==> src/rtl/pipe_pkg.sv <==
// Shared types and constants for the pipeline stage registers.
// The stage's optional skid slot is selected with PIPE_STAGE_SKID_EN.
package pipe_pkg;

    typedef struct packed {
        logic       reg_write;
        logic       mem_to_reg;
        logic       branch;
        logic       mem_read;
        logic       mem_write;
        logic       zero;
        logic [1:0] spare;
    } ctrl_t;

    localparam int CTRL_W     = $bits(ctrl_t);
    localparam int DATA_W_DEF = 64;
    localparam int WA_W_DEF   = 5;

    localparam ctrl_t CTRL_BUBBLE = '0;

    // Number of occupied slots, given the valid bits of main and skid.
    function automatic logic [1:0] occupancy(input logic m_valid, input logic s_valid);
        return {1'b0, m_valid} + {1'b0, s_valid};
    endfunction

endpackage

==> src/rtl/pipe_slot.sv <==
// One pipeline slot: valid + control + write address + payload register.
// clear_ctrl turns the slot into a bubble; wa and data keep their value.
module pipe_slot #(
    parameter int DATA_W = 64,
    parameter int CTRL_W = 8,
    parameter int WA_W   = 5
) (
    input  logic              clk,
    input  logic              rst,
    input  logic              load,
    input  logic              clear_ctrl,
    input  logic [CTRL_W-1:0] src_ctrl,
    input  logic [WA_W-1:0]   src_wa,
    input  logic [DATA_W-1:0] src_data,
    output logic              valid,
    output logic [CTRL_W-1:0] ctrl,
    output logic [WA_W-1:0]   wa,
    output logic [DATA_W-1:0] data
);
    import pipe_pkg::*;

    logic              valid_reg;
    logic [CTRL_W-1:0] ctrl_reg;
    logic [WA_W-1:0]   wa_reg;
    logic [DATA_W-1:0] data_reg;

    // Clearing wins over loading so a flush always leaves a bubble.
    always_ff @(posedge clk) begin
        if (rst) begin
            valid_reg <= 1'b0;
            ctrl_reg  <= '0;
            wa_reg    <= '0;
            data_reg  <= '0;
        end else if (clear_ctrl) begin
            valid_reg <= 1'b0;
            ctrl_reg  <= CTRL_W'(CTRL_BUBBLE);
        end else if (load) begin
            valid_reg <= 1'b1;
            ctrl_reg  <= src_ctrl;
            wa_reg    <= src_wa;
            data_reg  <= src_data;
        end
    end

    assign valid = valid_reg;
    assign ctrl  = ctrl_reg;
    assign wa    = wa_reg;
    assign data  = data_reg;

endmodule

==> src/rtl/pipe_stage.sv <==
// Pipeline stage register with valid/ready handshake, stall and flush.
// Define PIPE_STAGE_SKID_EN to add a skid slot and register in_ready.
module pipe_stage #(
    parameter int DATA_W = pipe_pkg::DATA_W_DEF,
    parameter int CTRL_W = pipe_pkg::CTRL_W,
    parameter int WA_W   = pipe_pkg::WA_W_DEF
) (
    input  logic              clk,
    input  logic              rst,
    input  logic              in_valid,
    output logic              in_ready,
    input  logic [CTRL_W-1:0] in_ctrl,
    input  logic [WA_W-1:0]   in_wa,
    input  logic [DATA_W-1:0] in_data,
    input  logic              flush,
    output logic              out_valid,
    input  logic              out_ready,
    output logic [CTRL_W-1:0] out_ctrl,
    output logic [WA_W-1:0]   out_wa,
    output logic [DATA_W-1:0] out_data,
    output logic [1:0]        level
);
    import pipe_pkg::*;

    logic              m_valid;
    logic [CTRL_W-1:0] m_ctrl;
    logic [WA_W-1:0]   m_wa;
    logic [DATA_W-1:0] m_data;

    logic              xfer_in;
    logic              xfer_out;
    logic              load_m;
    logic              clear_m;
    logic [CTRL_W-1:0] m_src_ctrl;
    logic [WA_W-1:0]   m_src_wa;
    logic [DATA_W-1:0] m_src_data;

`ifdef PIPE_STAGE_SKID_EN
    logic              s_valid;
    logic [CTRL_W-1:0] s_ctrl;
    logic [WA_W-1:0]   s_wa;
    logic [DATA_W-1:0] s_data;
    logic              load_s;
    logic              clear_s;
    logic              s_valid_next;
    logic              m_free;
    logic              in_ready_reg;

    pipe_slot #(
        .DATA_W (DATA_W),
        .CTRL_W (CTRL_W),
        .WA_W   (WA_W)
    ) s_slot (
        .clk        (clk),
        .rst        (rst),
        .load       (load_s),
        .clear_ctrl (clear_s),
        .src_ctrl   (in_ctrl),
        .src_wa     (in_wa),
        .src_data   (in_data),
        .valid      (s_valid),
        .ctrl       (s_ctrl),
        .wa         (s_wa),
        .data       (s_data)
    );

    // S is only ever occupied while M is full, so S always feeds M first.
    always_comb begin
        m_free       = ~m_valid | out_ready;
        xfer_in      = in_valid & in_ready_reg;
        load_m       = ~flush & (s_valid ? out_ready : (xfer_in & m_free));
        load_s       = ~flush & ~s_valid & xfer_in & ~m_free;
        clear_s      = flush | (s_valid & out_ready);
        s_valid_next = ~flush & (load_s | (s_valid & ~out_ready));
        m_src_ctrl   = s_valid ? s_ctrl : in_ctrl;
        m_src_wa     = s_valid ? s_wa   : in_wa;
        m_src_data   = s_valid ? s_data : in_data;
    end

    // Tracks ~s_valid one edge ahead so in_ready comes straight from a flop.
    always_ff @(posedge clk) begin
        if (rst) begin
            in_ready_reg <= 1'b1;
        end else begin
            in_ready_reg <= ~s_valid_next;
        end
    end

    assign in_ready = in_ready_reg;
    assign level    = occupancy(m_valid, s_valid);
`else
    assign in_ready = ~m_valid | out_ready;

    always_comb begin
        xfer_in    = in_valid & in_ready;
        load_m     = xfer_in & ~flush;
        m_src_ctrl = in_ctrl;
        m_src_wa   = in_wa;
        m_src_data = in_data;
    end

    assign level = {1'b0, m_valid};
`endif

    // A simultaneous load keeps M full, giving one transfer per cycle.
    always_comb begin
        xfer_out = m_valid & out_ready;
        clear_m  = flush | (xfer_out & ~load_m);
    end

    pipe_slot #(
        .DATA_W (DATA_W),
        .CTRL_W (CTRL_W),
        .WA_W   (WA_W)
    ) m_slot (
        .clk        (clk),
        .rst        (rst),
        .load       (load_m),
        .clear_ctrl (clear_m),
        .src_ctrl   (m_src_ctrl),
        .src_wa     (m_src_wa),
        .src_data   (m_src_data),
        .valid      (m_valid),
        .ctrl       (m_ctrl),
        .wa         (m_wa),
        .data       (m_data)
    );

    assign out_valid = m_valid;
    assign out_ctrl  = m_valid ? m_ctrl : CTRL_W'(CTRL_BUBBLE);
    assign out_wa    = m_wa;
    assign out_data  = m_data;

endmodule

==> config.mk <==
export PLATFORM = sky130hd
export DESIGN_NAME = pipe_stage
export DESIGN_NICKNAME = d
export VERILOG_FILES = /design/src/rtl/pipe_pkg.sv /design/src/rtl/pipe_slot.sv /design/src/rtl/pipe_stage.sv
export SDC_FILE = /design/constraint.sdc
export NUM_CORES = 1
export LEC_CHECK = 0
export CORE_MARGIN = 3
export CORE_UTILIZATION = 35
export CTS_CLUSTER_DIAMETER = 40
export DETAILED_ROUTE_END_ITERATION = 10
export PLACE_DENSITY = 0.8
export SLEW_MARGIN = 40
export SYNTH_ARGS = -nofsm -noshare
export SYNTH_HDL_FRONTEND = slang
export SYNTH_SLANG_ARGS = --single-unit
==> constraint.sdc <==
create_clock -name clk -period 1.2 [get_ports clk]
set_input_delay 0.18 -clock clk [delete_from_list [all_inputs] [get_ports clk]]
set_output_delay 0.18 -clock clk [all_outputs]
set_load 0.02 [all_outputs]
After elaboration in Yosys (flattened, before gate mapping)
Index checks and enable logic that the tools add are counted.
{"block": "totals", "register_bits": 78, "latch_bits": 0, "ram_bits": 0, "mem_bits_ro": 0, "output_inout_bits": 81, "elab_cells": 17, "mem_count": 0}
{"block": "classes", "n_addsub": 0, "n_mul": 0, "n_div": 0, "n_lt_le_gt_ge": 0, "n_eq_ne": 0, "n_shift": 0, "mux": 1, "bitwise": 10, "reduce_logical": 2}
{"op": "$mux W8", "count": 1}
{"op": "$and A1 B1 Y1", "count": 4}
{"op": "$not A1 Y1", "count": 4}
{"op": "$or A1 B1 Y1", "count": 2}
{"op": "$reduce_and A2 Y1", "count": 1}
{"op": "$reduce_or A2 Y1", "count": 1}

Longest topological paths before layout
Gate-level depths: netlist (run 1).
{"block": "logic_depth", "depth_word": 9, "depth_mapped": 7}

Cells and area by module
A second synthesis (run 1) with hierarchy kept.
{"block": "hier_totals", "hier_cells": 358, "area_unflattened_um2": 3558.4}
{"mod": "pipe_slot", "n_inst": 1, "cells_each": 343, "area_per_inst_um2": 3450.8, "seq_area_each_um2": 1561.5}
{"mod": "pipe_stage", "n_inst": 1, "cells_each": 15, "area_per_inst_um2": 107.6, "seq_area_each_um2": 0.0}

Least setup slack after synthesis (run 1)
Ideal clock, no wire load.
{"block": "synth_timing", "kind": "register to register", "startpoint": "register m_slot.valid_reg, in the netlist m_slot.valid", "endpoint": "register m_slot.data_reg[21], in the netlist m_slot.data[21]", "t_arrival_ps": 1241, "slack_ps": -173, "path_stages_with_launch": 8, "synth_period_minus_slack_ps": 1373, "path_cell_list": "dfxtp_1 nor2b_4 buf_6 inv_2 buf_6 buf_6 nand3_1 a21oi_1"}
{"block": "synth_between", "elab_chain_cells": 9, "word_cells_on_any_way": 10, "classes_between": "bitwise: 9; reduce/logical: 1"}
{"item": "start, declared", "line_no": "pipe_slot.sv:22", "rtl": "logic valid_reg;"}
{"item": "start signal, assigned", "line_no": "pipe_slot.sv:30", "rtl": "valid_reg <= 1'b0;"}
{"item": "start signal, assigned", "line_no": "pipe_slot.sv:35", "rtl": "valid_reg <= 1'b0;"}
{"item": "start signal, assigned", "line_no": "pipe_slot.sv:38", "rtl": "valid_reg <= 1'b1;"}
{"item": "$not A1 Y1", "line_no": "pipe_stage.sv:92", "rtl": "assign in_ready = ~m_valid | out_ready;"}
{"item": "$or A1 B1 Y1", "line_no": "pipe_stage.sv:92"}
{"item": "$and A1 B1 Y1", "line_no": "pipe_stage.sv:95", "rtl": "xfer_in = in_valid & in_ready;"}
{"item": "$and A1 B1 Y1", "line_no": "pipe_stage.sv:96", "rtl": "load_m = xfer_in & ~flush;"}
{"item": "$not A1 Y1", "line_no": "pipe_stage.sv:108", "rtl": "clear_m = flush | (xfer_out & ~load_m);"}
{"item": "$and A1 B1 Y1", "line_no": "pipe_stage.sv:108"}
{"item": "$or A1 B1 Y1", "line_no": "pipe_stage.sv:108"}
{"item": "$not A1 Y1 (no line)"}
{"item": "$reduce_and A2 Y1 (no line) (*)"}
{"item": "end signal, assigned", "line_no": "pipe_slot.sv:41", "rtl": "data_reg <= src_data;"}
{"item": "end, declared", "line_no": "pipe_slot.sv:25", "rtl": "logic [DATA_W-1:0] data_reg;"}
Mark *: on every way between the ends. The rest lies on a longest branch, timed or not.
A chain may end at the register's enable or synchronous reset.

Final worst setup path (run 1)
{"block": "layout_timing", "startpoint": "register m_slot.valid_reg, in the netlist m_slot.valid", "endpoint": "output in_ready"}
{"block": "layout_between", "elab_chain_cells": 2}
{"item": "$not A1 Y1", "line_no": "pipe_stage.sv:92"}
{"item": "$or A1 B1 Y1", "line_no": "pipe_stage.sv:92"}
{"item": "end, declared", "line_no": "pipe_stage.sv:11", "rtl": "output logic in_ready,"}
No other way between the ends.

==> results of run 1 <==
## metal layers
layer	global-route usage, %	wire length (um)
met1	27.2	4710
met2	36.3	5730
met3	6.73	1010
met4	5.88	131
met5	0	0
## logic make-up (layout without fill, tap and decap cells)
logic type / after synthesis / in the layout / synth area share, %
flops: 78 / 78 / 50.9
buf+inv: 45 / 212 / 8.00
simple gates: 92 / 92 / 15.5
compound gates: 155 / 155 / 25.4
other cells: 1 / 1 / 0.122
## repair_timing
action | in CTS | in global routing
buffers inserted | 8 | 1
pin swaps | 0 | 2
endpoints found under the setup margin | 152 | 150
cloned | 6 | 6
gates resized for setup | 187 | 106
## metrics by stage
step | hold slack (ns) | std cells | instance area (sq um) | total power, mW | util [%]
final | 0.170 | 643 | 5410 | 5.90 | 64.5
after detailed placement | 0.459 | 608 | 4900 | 3.86 | 58.5
after global placement | 0.452 | 608 | 4900 | 3.83 | 58.5
after floorplan | 0.323 | 371 | 3180 | 3.25 | -
after global routing | 0.143 | 643 | 5410 | 6.15 | 64.5
after CTS | 0.161 | 636 | 5360 | 5.92 | 63.9
## power groups by stage
| stage | clock network, mW | logic [mW] | registers, mW |
|---|---|---|---|
| after CTS | 2.12 | 1.04 | 2.75 |
| after global placement | 0 | 1.02 | 2.81 |
| after detailed placement | 0 | 1.04 | 2.82 |
| final | 2.08 | 1.07 | 2.75 |
| after global routing | 2.25 | 1.14 | 2.77 |
| after floorplan | 0 | 0.313 | 2.94 |
## synth_stat cells (all sizes together)
library cell	count
nand2b	1
nor2	3
o21ai	78
dfxtp	78
conb	1
nand3	77
nor2b	2
buf	25
nand2	1
clkbuf	19
inv	1
a21oi	77
and2	8
## final cells by class
| class | count | area (sq um) |
|---|---|---|
| clock inverter | 5 | 75.1 |
| tap | 105 | 131 |
| inverter | 1 | 6.26 |
| multi-input combinational | 248 | 1470 |
| fill | 712 | 2970 |
| timing repair buffer | 196 | 2030 |
| sequential | 78 | 1570 |
| clock buffer | 10 | 128 |
## final timing paths
path,startpoint,to,slack (ns)
worst max-delay path,m_slot.valid,in_ready,-0.18
worst min-delay path,rst,m_slot.data[54],0.17
worst max register to register,m_slot.valid,m_slot.data[14],-0.16
worst min register to register,m_slot.ctrl[7],m_slot.ctrl[7],0.47
## cells in the final DEF, fill, tap and decap left out, types with 4 or more instances in the layout
cell	n
a21oi_1	73
a21oi_2	4
and2_4	6
buf_12	11
buf_4	7
buf_6	16
clkbuf_16	4
clkbuf_2	45
clkbuf_8	9
clkdlybuf4s15_1	23
clkdlybuf4s50_1	80
dfxtp_1	77
nand3_1	47
nand3_2	28
o21ai_0	68
o21ai_1	8
==> metrics.txt, run 1 <==
Syn Nets 453; delay-heaviest family, CP flip-flops; hold-critical path depth 2; Peak Freq 723 MHz; Critical Path RT 1.02 ns; Pleak 2.09 nW; Syn-to-layout area delta 76.3%; post-synthesis area per instance ~8.3 sq um; post-synthesis sequential area ratio 50.9%; Post-Synthesis Cells approximately 370; clock tree buffer depth 2; antenna fix cells 0; Post-Route Skew 0.00649 ns; sequential share of power between 40% and 50%; Largest register FFs 64; outcome complete, but fails checks; CTS tree built; highest cell delay on the worst timing path 0.38 ns; final net count roughly 620; Net Sw Frac ~26%; min Tclk post-route 1.38 ns; Core Box Area about 8400 sq um; Inserted Clock Buffers 9; min-delay worst type in -> reg; Setup TNS -8.42 ns; critical path class reg -> out; Clk pwr share 35.2%; share of the synthesized area in the top cell type 50.9%; die width ~100 um; worst path cell trace nor2b_4, inv_4, buf_12, buf_8; Root Buffer clkbuf_8; crit start category flip-flop; logic gate share of total power 18.1%; Pwr Density approximately 1100 nW/um^2; Tcrit/Tclk final 115%; # rows 33; DP Worst Slack -0.365 ns; H-Tree Depth 3; fin. max-slew vios 0; Buffers & Inverters on Critical Path 3; post-route ant nets 0; Reg clk slew, reported paths 0.07 ns; layout cells sized above 1 28.4%; die area ~9900 sq um; Crit-path slowest cell dfxtp_4; hold buffers post-CTS 0; total track usage about 22%; first-pass GRT wire length 17.3 mm; dominant cell type by area after synthesis dfxtp_1; Die Span Y 99.6 um; # setup viols final 83; drc violations 0; RSZ-0062 raised after global routing true; initial DRC count 168; wire per inst 18.0 um; worst vdd ir approximately 700 uV; P_int about 4.4 mW; vias in the first global route 3411; drt total wl ~12 mm; synth top area cells dfxtp_1 51%, a21oi_1 13%, nand3_1 13%; Crit. End Element output port; Netlist cell types 18; via count 3492; Warnings, synthesis 0; number of clock sinks 78; violated checks setup timing; latest clock arrival within the worst-skew pair 0.33 ns; Mapped Area 3070 sq um; initial antenna violation count 0; setup ws final -0.183 ns; drt first pass iters 4; global route overflow 0; Max Cap Viol 0; Buffers on Ports 161; Final HPWL DP around 6.8 mm; Initial Util 36.6%; P_sw between 1.5 and 2 mW; GPL Wtd Cong 0.737; cells on worst reg2reg path 5; Crit path depth 4; vias per cell 5.43; Seq cells post-synth a little under 80; crit path DAT 1.20 ns; largest net degree at the start of global routing 63; endpoints failing hold 0; CP Max Fanout 5; Ports 163
Power figures use the tool's default switching activity.
==> run 2, diff against run 1 <==
- CELL_PAD_IN_SITES_DETAIL_PLACEMENT: unset -> 0
- CELL_PAD_IN_SITES_GLOBAL_PLACEMENT: unset -> 1
- CORE_UTILIZATION: 35 -> 24
- PLACE_DENSITY: 0.8 -> 0.79
==> run 2 against run 1 <==
  * The flow still finishes with violations (setup timing)
  * Cell count grew 8.9%
  * Non-clock buffer count fell by 7
  * Flip-flop and latch count unchanged
  * Worst hold slack improved by 0.13 ns
  * Combinational power decreased by 5%
  * Sequential share of layout area grew 0.16 points
  * Die area grew 43%
  * Critical endpoint unchanged
  * Highest routed layer unchanged
==> metrics.txt, run 2 (synthesis gave the netlist of run 1 again) <==
outcome complete, but fails checks (unchanged); violated checks setup timing (unchanged); global route overflow 0 (unchanged); vias per cell 4.84 (was 5.43); cells on worst reg2reg path 6 (was 5); critical path class reg -> out (unchanged); min-delay worst type in -> reg (unchanged); FF-to-FF End m_slot.data[0] (was m_slot.data[14]); Die Span Y 119 um (was 99.6 um); final net count 609 (was 616); vias in the first global route 3298 (was 3411); RSZ-0062 raised after global routing true (unchanged); Core Box Area 12300 sq um (was 8380 sq um); initial antenna violation count 0 (unchanged); Ports 163 (unchanged); min-delay src rst (unchanged); drc violations 0 (unchanged); wire per inst 16.0 um (was 18.0 um); endpoints failing hold 0 (unchanged); via count 3387 (was 3492); antenna fix cells 0 (unchanged); Tcrit/Tclk final 120% (was 115%); crit path DAT 1.26 ns (was 1.20 ns); DP Worst Slack -0.359 ns (was -0.365 ns); Post-Route Skew 0.00435 ns (was 0.00649 ns); number of clock sinks 78 (unchanged); Critical Path RT 1.02 ns (about the same); # setup viols final 87 (was 83); hold-critical path depth 3 (was 2); commonest non-fill, non-tap cell in the layout clkdlybuf4s50_1 (unchanged); CP Max Fanout 4 (was 5); crit start category flip-flop (unchanged); Final HPWL DP 7.24 mm (was 6.78 mm); setup ws final -0.239 ns (was -0.183 ns); drt first pass iters 4 (unchanged); total track usage 15.7% (was 21.8%); die width 119 um (was 99.6 um); Largest register FFs 64 (unchanged); Inserted Clock Buffers 9 (unchanged); hold slack final 0.303 ns (was 0.170 ns); Buffers & Inverters on Critical Path 4 (was 3); Reg clk slew, reported paths 0.06 ns (was 0.07 ns); Crit-path slowest cell dfxtp_4 (unchanged); Syn-to-layout area delta 75.4% (was 76.3%); CTS tree built (unchanged); Peak Freq 695 MHz (was 723 MHz); Reg2Reg Setup Slack -0.21 ns (was -0.16 ns); Max Cap Viol 0 (unchanged); Hold EP m_slot.data[12] (was m_slot.data[54]); Root Buffer clkbuf_16 (was clkbuf_8); post-route ant nets 0 (unchanged); initial DRC count 277 (was 168); Pleak 2.04 nW (was 2.09 nW); drt total wl 11.2 mm (was 11.6 mm); Setup TNS -10.12 ns (was -8.42 ns); delay-heaviest family, CP buffers and inverters (was flip-flops); hold buffers post-CTS 0 (unchanged); largest net degree at the start of global routing 60 (was 63); latest clock arrival within the worst-skew pair 0.33 ns (about the same); die area 14200 sq um (was 9920 sq um); Initial Util 25.0% (was 36.6%); highest cell delay on the worst timing path 0.37 ns (was 0.38 ns); min Tclk post-route 1.44 ns (was 1.38 ns); CP most frequent cell buf_12; layout cells sized above 1 24.4% (was 28.4%); worst vdd ir 770 uV (was 714 uV); # rows 40 (was 33); first-pass GRT wire length 17.7 mm (was 17.3 mm); H-Tree Depth 3 (unchanged); fin. max-slew vios 0 (unchanged); Pwr Density 1210 nW/um^2 (was 1090 nW/um^2); clock tree buffer depth 2 (unchanged); RR Startpoint m_slot.valid (unchanged); worst path cell trace buf_6, nor2b_4, inv_4, buf_12, buf_12 (was nor2b_4, inv_4, buf_12, buf_8); leading cell types in the layout, fill and taps excluded 80 x clkdlybuf4s50_1, 77 x a21oi_1, 77 x dfxtp_1, 57 x nand3_1, 47 x o21ai_0 (was 80 x clkdlybuf4s50_1, 77 x dfxtp_1, 73 x a21oi_1, 68 x o21ai_0, 47 x nand3_1); Buffers on Ports 161 (unchanged); Crit. End Element output port (unchanged); GPL Wtd Cong 0.772 (was 0.737)
==> run 2: power by group <==
part           switching, mW  internal (mW)  leakage [nW]
combinational          0.503          0.517          1.25
sequential            0.0554           2.70         0.638
clock                   1.06           1.68         0.151
total                   1.61           4.90          2.04
==> run 2: worst register-to-register path: stages (launching register included) <==
cell and delay [ns]:
dfxtp_4 0.37, buf_6 0.10, nor2b_4 0.16, buf_4 0.19, bufbuf_16 0.30, o21ai_0 0.09
a21oi_1 0.14
==> run 2: worst max path at each step <==
stage | from | endpoint | slack, ns | depth (start not counted)
6_report | m_slot.valid | in_ready | -0.24 | 5
3_3_place_gp | flush | m_slot.data[47] | -0.33 | 5
5_1_grt | m_slot.valid | m_slot.data[33] | -0.31 | 7
4_1_cts | m_slot.valid | in_ready | -0.27 | 5
3_5_place_dp | flush | m_slot.data[34] | -0.36 | 5
2_1_floorplan | m_slot.valid | m_slot.data[21] | -0.03 | 7
==> run 2: repair_timing <==
| item | CTS | global route |
|---|---|---|
| setup buffers | 8 | 2 |
| pin swaps | 1 | 0 |
| setup endpoints to repair | 157 | 141 |
| resized for setup | 218 | 74 |
| gates cloned | 4 | 0 |
| endpoints found under the hold margin | 0 | 0 |
==> run 2: layer usage <==
| metal | wire, um | GRT usage [%] |
|---|---|---|
| met4 | 172 | 5.14 |
| met1 | 4730 | 18.8 |
| met5 | 0 | 0 |
| met3 | 837 | 6.51 |
| met2 | 5450 | 25.6 |
==> run 2: final cells by class <==
| cell class | instances | area, sq um |
|---|---|---|
| flip-flops and latches | 78 | 1570 |
| clock inverters | 2 | 12.5 |
| inverters | 1 | 6.26 |
| fillers | 1199 | 6880 |
| repair buffers | 189 | 1900 |
| well taps | 168 | 210 |
| clock buffers | 14 | 294 |
| multi-input cells | 248 | 1390 |
==> run 2: stage by stage <==
stage / power (mW) / utilization, % / std cells / instance area (sq um)
after floorplan: 3.25 / - / 371 / 3180
after global placement: 3.85 / 40.5 / 671 / 4970
after detailed placement: 3.86 / 40.5 / 671 / 4970
after CTS: 6.63 / 44.9 / 699 / 5500
after global routing: 6.80 / 43.9 / 700 / 5380
final: 6.52 / 43.9 / 700 / 5380
==> run 3, diff against run 2 <==
- PLACE_DENSITY: 0.79 -> unset
- PLACE_DENSITY_LB_ADDON: unset -> 0.12
==> run 3 against run 2 <==
  * The run still ends with setup timing left
  * Final area increased by 25%
  * Global-route usage increased by 1.9 points
  * Flip-flop and latch count unchanged
  * Sequential share of layout area decreased by 5.8 points
  * Fmax increased by 4.8%
  * Combinational power increased by 30%
  * Power increased by 9.2%
  * Clock skew increased by 0.0016 ns
  * Wire length increased by 16%
  * Critical path type unchanged
  * Largest cell class unchanged
==> metrics.txt, run 3 (synthesis gave the netlist of run 1 again) <==
outcome complete, but fails checks (unchanged); violated checks setup timing (unchanged); Crit. End Element output port (unchanged); post-route ant nets 0 (unchanged); FILL cells 1093 (was 1199); wire per inst 17.8 um (was 16.0 um); DP Worst Slack -0.303 ns (was -0.359 ns); vias per cell 4.91 (was 4.84); Max Cap Viol 0 (unchanged); Buffers on Ports 161 (unchanged); antenna fix cells 0 (unchanged); CP Max Fanout 5 (was 4); global route overflow 0 (unchanged); number of clock sinks 78 (unchanged); worst vdd ir 856 uV (was 770 uV); initial antenna violation count 0 (unchanged); layout cells sized above 1 55.2% (was 24.4%); Core Box Area 12300 sq um (unchanged); Root Buffer clkbuf_16 (unchanged); Critical Path RT 1.02 ns (about the same); commonest non-fill, non-tap cell in the layout clkdlybuf4s50_1 (unchanged); setup ws final -0.172 ns (was -0.239 ns); first-pass GRT wire length 19.7 mm (was 17.7 mm); # setup viols final 87 (unchanged); vias in the first global route 3609 (was 3298); Inserted Clock Buffers 9 (unchanged); RSZ-0062 raised after global routing true (unchanged); Syn-to-layout area delta 119% (was 75.4%); initial DRC count 142 (was 277); min-delay worst type in -> reg (unchanged); fin. max-slew vios 0 (unchanged); clock tree buffer depth 2 (unchanged); crit start category flip-flop (unchanged); Largest register FFs 64 (unchanged); Peak Freq 729 MHz (was 695 MHz); min Tclk post-route 1.37 ns (was 1.44 ns); Setup TNS -8.43 ns (was -10.12 ns); post-route cell area 6720 sq um (was 5380 sq um); drt first pass iters 4 (unchanged); Pwr Density 1060 nW/um^2 (was 1210 nW/um^2); hold buffers post-CTS 0 (unchanged); via count 3575 (was 3387); critical path class reg -> out (unchanged); # rows 40 (unchanged); crit path DAT 1.19 ns (was 1.26 ns); Die Span Y 119 um (unchanged); GPL Wtd Cong 0.704 (was 0.772); drt total wl 13.0 mm (was 11.2 mm); final net count 637 (was 609); Initial Util 25.0% (unchanged); Tot Pwr 7.11 mW (was 6.52 mW); Post-Route Skew 0.00592 ns (was 0.00435 ns); die width 119 um (unchanged); drc violations 0 (unchanged); Reg clk slew, reported paths 0.06 ns (about the same); Tcrit/Tclk final 114% (was 120%); largest net degree at the start of global routing 51 (was 60); Register Area 1570 sq um (about the same); total track usage 17.6% (was 15.7%); Pleak 2.37 nW (was 2.04 nW); placed inst area 5130 sq um (was 4970 sq um); endpoints failing hold 0 (unchanged); fin util 54.8% (was 43.9%); Final HPWL DP 7.57 mm (was 7.24 mm); H-Tree Depth 3 (unchanged); area of the multi-input gates 2060 sq um (was 1390 sq um); die area 14200 sq um (unchanged); latest clock arrival within the worst-skew pair 0.34 ns (was 0.33 ns); leading cell types in the layout, fill and taps excluded 80 x clkdlybuf4s50_1, 76 x dfxtp_1, 64 x o21ai_2, 44 x a21oi_2, 34 x nand3_1 (was 80 x clkdlybuf4s50_1, 77 x a21oi_1, 77 x dfxtp_1, 57 x nand3_1, 47 x o21ai_0); Ports 163 (unchanged); CTS tree built (unchanged)
==> run 3: cell types whose count changed in the layout (fill, tap and decap cells not counted), moves of 8 or more <==
cell	delta
nand3_2	+8
o21ai_0	-47
a21oi_2	+44
o21ai_1	-19
nand3_4	+15
clkdlybuf4s15_2	+21
buf_12	+10
nand3_1	-23
buf_16	+13
a21oi_1	-44
clkdlybuf4s15_1	-18
o21ai_2	+62
==> run 3: layer usage <==
layer,up-vias,share of wire (%),global-route usage (%)
li1,1712,-,-
met1,1716,42,20.7
met2,122,49,30.1
met3,25,7.0,5.98
met4,0,2.2,5.87
met5,-,0,0
==> run 3: area by class of cell <==
type                    count  share of cell area [%]
well taps                 168                    3.13
multi-input cells         248                    30.7
clock inverters             5                    1.23
clock buffers              11                    3.61
inverters                   1                   0.242
repair buffers            217                    37.8
flip-flops and latches     78                    23.3
==> run 3: stage by stage <==
step           hold WS (ns)  instances
6_report              0.361        728
4_1_cts               0.348        731
3_3_place_gp          0.459        682
3_5_place_dp          0.465        682
5_1_grt               0.359        728
2_1_floorplan         0.323        371
==> run 3: timing repair <==
action	in CTS	in global routing
pin swaps	110	24
cloned	18	1
setup buffers	15	1
gates resized for setup	406	138
endpoints found under the setup margin	156	122
==> run 3: critical path, stage by stage (launching register included) <==
cell and delay, ns:
dfxtp_4 0.37, nor2b_4 0.19, buf_12 0.13, inv_12 0.04, buf_12 0.12
==> run 3: final timing paths <==
kind,slack (ns),from,end,depth (start not counted)
worst max register to register,-0.17,m_slot.valid,m_slot.wa[2],7
worst min-delay path,0.36,rst,m_slot.data[7],3
worst max-delay path,-0.17,m_slot.valid,in_ready,4
worst min register to register,0.46,m_slot.wa[0],m_slot.wa[0],2
==> run 3: power by group <==
group	switching, mW	internal (mW)	total [mW]	leakage (nW)
sequential	0.0778	2.70	2.78	0.638
clock	1.13	1.88	3.01	0.148
combinational	0.654	0.673	1.33	1.58
total	1.86	5.26	7.11	2.37
==> variant 1 (settings of run 1) <==
Set the package constant `DATA_W_DEF` to 128 (it was 64).
--- a/src/rtl/pipe_pkg.sv
+++ b/src/rtl/pipe_pkg.sv
@@ -13,7 +13,7 @@
     } ctrl_t;
 
     localparam int CTRL_W     = $bits(ctrl_t);
-    localparam int DATA_W_DEF = 64;
+    localparam int DATA_W_DEF = 128;
     localparam int WA_W_DEF   = 5;
 
     localparam ctrl_t CTRL_BUBBLE = '0;
Ports: changed (resized in_data and out_data); port bits go from 163 to 291. The function was not compared with the original's and may differ.
==> variant 1 against run 1 <==
The run still ends with negative setup slack left. Non-clock buffer count up 158. Die area grew 98%. Via count rose by 80%. Final cell count increased by 86%. Design area grew 89%. Global-route usage shrank 0.79 points. Worst setup slack got worse by 0.082 ns. Clock power grew to 2.6 times the old value. Synthesized area increased by 110%. Worst hold slack lost 0.071 ns. Total power increased by 110%. Sequential cell count up 64. Routed wire length rose by 100%. Count of clock-buffer cells in the layout rose by 13.
==> variant 1: results (changes against run 1) <==
- The endpoint with the worst hold slack is m_slot.data[108] (was m_slot.data[54]).
- The met2 usage is 0.353 (was 0.363).
- The number of post-CTS setup repair buffers is 3 (was 8).
- The number of cells traversed by the worst register-to-register path is 6 (was 5).
- The detailed-route wire length per cell is 19.7 um (was 18.0 um).
- The wire length after detailed routing is 23500 um (was 11600 um).
- The net count after synthesis is 809 (was 453).
- The fraction of met1 tracks used by global routing came to 0.265 (was 0.272).
- The final count of negative-setup-slack endpoints is 152 (was 83).
- The share of cells above drive strength 1 is 0.443 (was 0.284).
- The final setup TNS is -26.90 ns (was -8.42 ns).
- The number of clock buffers inserted by TritonCTS is 17 (was 9).
- The worst reg2reg path endpoint is m_slot.data[119] (was m_slot.data[14]).
- The total routing resource utilization after global routing is 0.210 (was 0.218).
- The number of global-route vias before repair is 6007 (was 3411).
- The power share of the combinational group is 0.167 (was 0.181).
- The number of design-rule violations left by the first detailed-router iteration is 364 (was 168).
- The post-synthesis instance total is 663 (was 371).
- Top cells by instance count after synthesis: dfxtp_1, o21ai_0, a21oi_2, nand3_2 (was dfxtp_1, a21oi_1, nand3_1, o21ai_0).
- The worst-path maximum fanout is 7 (was 5).
- The detailed-router iteration count before antenna repair was 5 (was 4).
- The total of fill cells in the finished design was 1525 (was 712).
- Run status: finished with violations (unchanged).
- The termination of the worst setup path is m_slot.data[119] (was in_ready).
- The number of cells upsized or downsized after cts is 595 (was 187).
- The post-route worst setup slack is -0.264 ns (was -0.183 ns).
- Failing checks: negative setup slack (unchanged).
- The global placer's final weighted congestion is 0.785 (was 0.737).
- The worst setup slack after placement is -0.531 ns (was -0.365 ns).
- The count of placed standard cells including taps was 1128 (was 608).
- The internal cell power is 9.22 mW (was 4.39 mW).
- The area fraction in compound gates after synthesis came to 0.273 (was 0.254).
- The worst hold slack is 0.0987 ns (was 0.170 ns).
- The detailed-routed wire length on met2 is 12100 um (was 5730 um).
- The met3 routing resource usage after global routing is 0.0488 (was 0.0673).
- The proportion of synthesized chip area in sequential cells is 0.451 (was 0.509).
- The pin count of the biggest net entering global routing is 47 (was 63).
- The clock insertion delay at the later pin of the skew report came to 0.41 ns (was 0.33 ns).
- The post-route cell area is 0.0102 mm2 (was 0.00541 mm2).
- The number of flip-flops under the largest register name is 128 (was 64).
- The worst-case clock skew is 0.00906 ns (was 0.00649 ns).
- Synth top area cells: dfxtp_1, nand3_2, o21ai_0 (was dfxtp_1, a21oi_1, nand3_1).
- The via count of the routed design was 6294 (was 3492).
- The HPWL after detailed placement is 13800 um (was 6780 um).
- The share of Yosys cell area claimed by the top area cell type is 0.451 (was 0.509).
- The first-pass GRT wire length was 33300 um (was 17300 um).
- The leakage power figure is 3.98 nW (was 2.09 nW).
## variant 1: cell types whose count changed in the layout (fill, tap and decap cells not counted), moves of 23 or more
cell and change:
o21ai_1 +24, clkdlybuf4s50_1 +64, a21oi_2 +76, nand3_2 +52, clkbuf_16 +29, dfxtp_1 +64, buf_2 +130, clkbuf_2 -45
o21ai_0 +26, clkdlybuf4s15_1 -23
## variant 1: area by class of cell
| cell class | count | share of cell area |
|---|---|---|
| Multi-Input combinational cell | 440 | 0.294 |
| Clock inverter | 9 | 0.0105 |
| Clock buffer | 23 | 0.0477 |
| Sequential cell | 142 | 0.278 |
| Timing Repair Buffer | 354 | 0.340 |
| Inverter | 1 | 0.00159 |
| Tap cell | 225 | 0.0275 |
## variant 1: critical path, cell delays in order, from the launching register on
cell and delay [ns]:
dfxtp_4 0.38, nor2b_4 0.20, buf_6 0.19, clkbuf_16 0.19
buf_16 0.13, o21ai_0 0.10, a21oi_1 0.19
==> variant 2 (config.mk and constraints of run 1) <==
Without the edit above. Put a register stage on the output `level`, without a reset. The value now appears one clock later. The other outputs are not delayed to match.
--- a/src/rtl/pipe_stage.sv
+++ b/src/rtl/pipe_stage.sv
@@ -99,7 +99,9 @@
         m_src_data = in_data;
     end
 
-    assign level = {1'b0, m_valid};
+    always_ff @(posedge clk) begin
+        level <= {1'b0, m_valid};
+    end
 `endif
 
     // A simultaneous load keeps M full, giving one transfer per cycle.
Function: changed (Yosys sat finds a counterexample within 4 cycles, from zero or initial values and one cycle with rst high).
==> variant 2 against run 1 <==
The run still ends with negative setup slack left. Final cell count fell by 2.0%. Worst setup slack improved by 0.082 ns. Core utilization fell by 4.0 points. Design area fell by 6.1%. Routed wire length fell by 13%. Sequential cell count rose by 1. First-iteration DRC count fell by 6.5%. Fmax rose by 6.3%. Synthesized area rose by 0.41%. Clock power rose by 9%. Total power rose by 2.4%. Clock skew rose by 0.0017 ns. Highest routed layer unchanged.
==> variant 2: results (changes against run 1) <==
- The routed metal-1 wire length came to 4120 um (was 4710 um).
- The area after detailed placement is 0.00490 mm2 (about the same).
- The initial antenna violation count is 0 (unchanged).
- The global placer's final weighted congestion is 0.774 (was 0.737).
- The leakage power figure is 1.92 nW (was 2.09 nW).
- The area fraction in compound gates after synthesis is 0.253 (was 0.254).
- The arrival time reported for the critical path endpoint came to 1.52 ns (was 1.20 ns).
- The first-pass GRT wire length is 15900 um (was 17300 um).
- The met3 routing resource usage after global routing is 0.0605 (was 0.0673).
- The number of design-rule violations left by the first detailed-router iteration is 157 (was 168).
- The share of cells above drive strength 1 is 0.255 (was 0.284).
- The detailed-router iteration count before antenna repair is 4 (unchanged).
- The post-synthesis async set-or-reset flop share is 0 (unchanged).
- Top cells by instance count after synthesis: dfxtp_1, a21oi_1, nand3_1, o21ai_0 (unchanged).
- The HPWL after detailed placement is 6660 um (was 6780 um).
- The count of port buffers added during placement was 161 (unchanged).
- The pin count of the biggest net entering global routing came to 54 (was 63).
- The proportion of synthesized chip area in sequential cells was 0.514 (was 0.509).
- The wire length after detailed routing came to 10100 um (was 11600 um).
- The worst-path maximum fanout is 40 (was 5).
- The number of nets in the layout came to 602 (was 616).
- The final count of negative-setup-slack endpoints is 85 (was 83).
- The detailed-routed wire length on met2 is 4960 um (was 5730 um).
- The peak supply drop is 842 uV (was 714 uV).
- The count of placed standard cells including taps is 609 (was 608).
- Failing checks: negative setup slack (unchanged).
- The detailed route wirelength on metal3 is 849 um (was 1010 um).
- The mean instance size in the synthesized netlist came to 8.30 um2 (was 8.27 um2).
- The total routing resource utilization after global routing is 0.197 (was 0.218).
- The met2 usage is 0.334 (was 0.363).
- The largest single stage delay on the critical path is 0.39 ns.
- Synth top area cells: dfxtp_1, a21oi_1, nand3_1 (unchanged).
- The later pin in the worst-skew pair is clocked with a latency of 0.34 ns.
- The post-route worst setup slack came to -0.100 ns (was -0.183 ns).
- Run status: finished with violations (unchanged).
- The number of global-route vias before repair is 3325 (was 3411).
- The worst-case clock skew came to 0.00822 ns (was 0.00649 ns).
- The worst setup slack after placement is -0.464 ns (was -0.365 ns).
- The fraction of met1 tracks used by global routing was 0.239 (was 0.272).
- The final standard cell count with taps included and fillers excluded is 630 (was 643).
- The path category of the worst min-delay check was input port to flip-flop (unchanged).
- The average vias per placed instance is 5.31 (was 5.43).
==> variant 2: path summary, 6_finish.rpt <==
check	endpoint	slack, ns	cells past startpoint	from
min reg2reg	m_slot.data[47]	0.46	2	m_slot.data[47]
max	m_slot.data[51]	-0.10	6	m_slot.valid
max reg2reg	m_slot.data[51]	-0.10	6	m_slot.valid
min	m_slot.data[50]	0.34	3	rst
==> variant 2: cells by family after synthesis <==
kind of cell	count (synthesis)
buf+inv	44
compound gates	155
simple gates	92
other cells	1
flops	79
==> variant 2: layout make-up <==
| class | count | area [um2] |
|---|---|---|
| multi-input combinational | 248 | 1440 |
| inverter | 1 | 6.26 |
| clock buffer | 14 | 174 |
| sequential | 79 | 1590 |
| tap | 105 | 131 |
| clock inverter | 2 | 60.1 |
| timing repair buffer | 181 | 1680 |
| fill | 744 | 3310 |
==> variant 2: power breakdown <==
group          switching (mW)  internal, mW
registers              0.0556          2.73
logic                   0.498         0.491
clock network           0.904          1.36
==> variant 2: through the flow <==
| stage | setup TNS (ns) | power, mW | utilization | hold WS, ns |
|---|---|---|---|---|
| after floorplan | -0.578 | 3.29 | - | 0.323 |
| after global placement | -28.70 | 3.87 | 0.585 | 0.456 |
| after detailed placement | -30.55 | 3.89 | 0.585 | 0.465 |
| after CTS | -6.70 | 6.10 | 0.616 | 0.333 |
| after global routing | -10.39 | 6.29 | 0.606 | 0.340 |
| final | -5.47 | 6.04 | 0.606 | 0.342 |
==> variant 2: repair_timing <==
| item | 4_1_cts | 5_1_grt |
|---|---|---|
| resized for setup | 188 | 107 |
| buffers inserted | 1 | 3 |
| endpoints found under the hold margin | 0 | 0 |
| gates cloned | 1 | 0 |
| hold buffers | 0 | 0 |
| pin swaps | 10 | 2 |
| setup endpoints to repair | 157 | 150 |
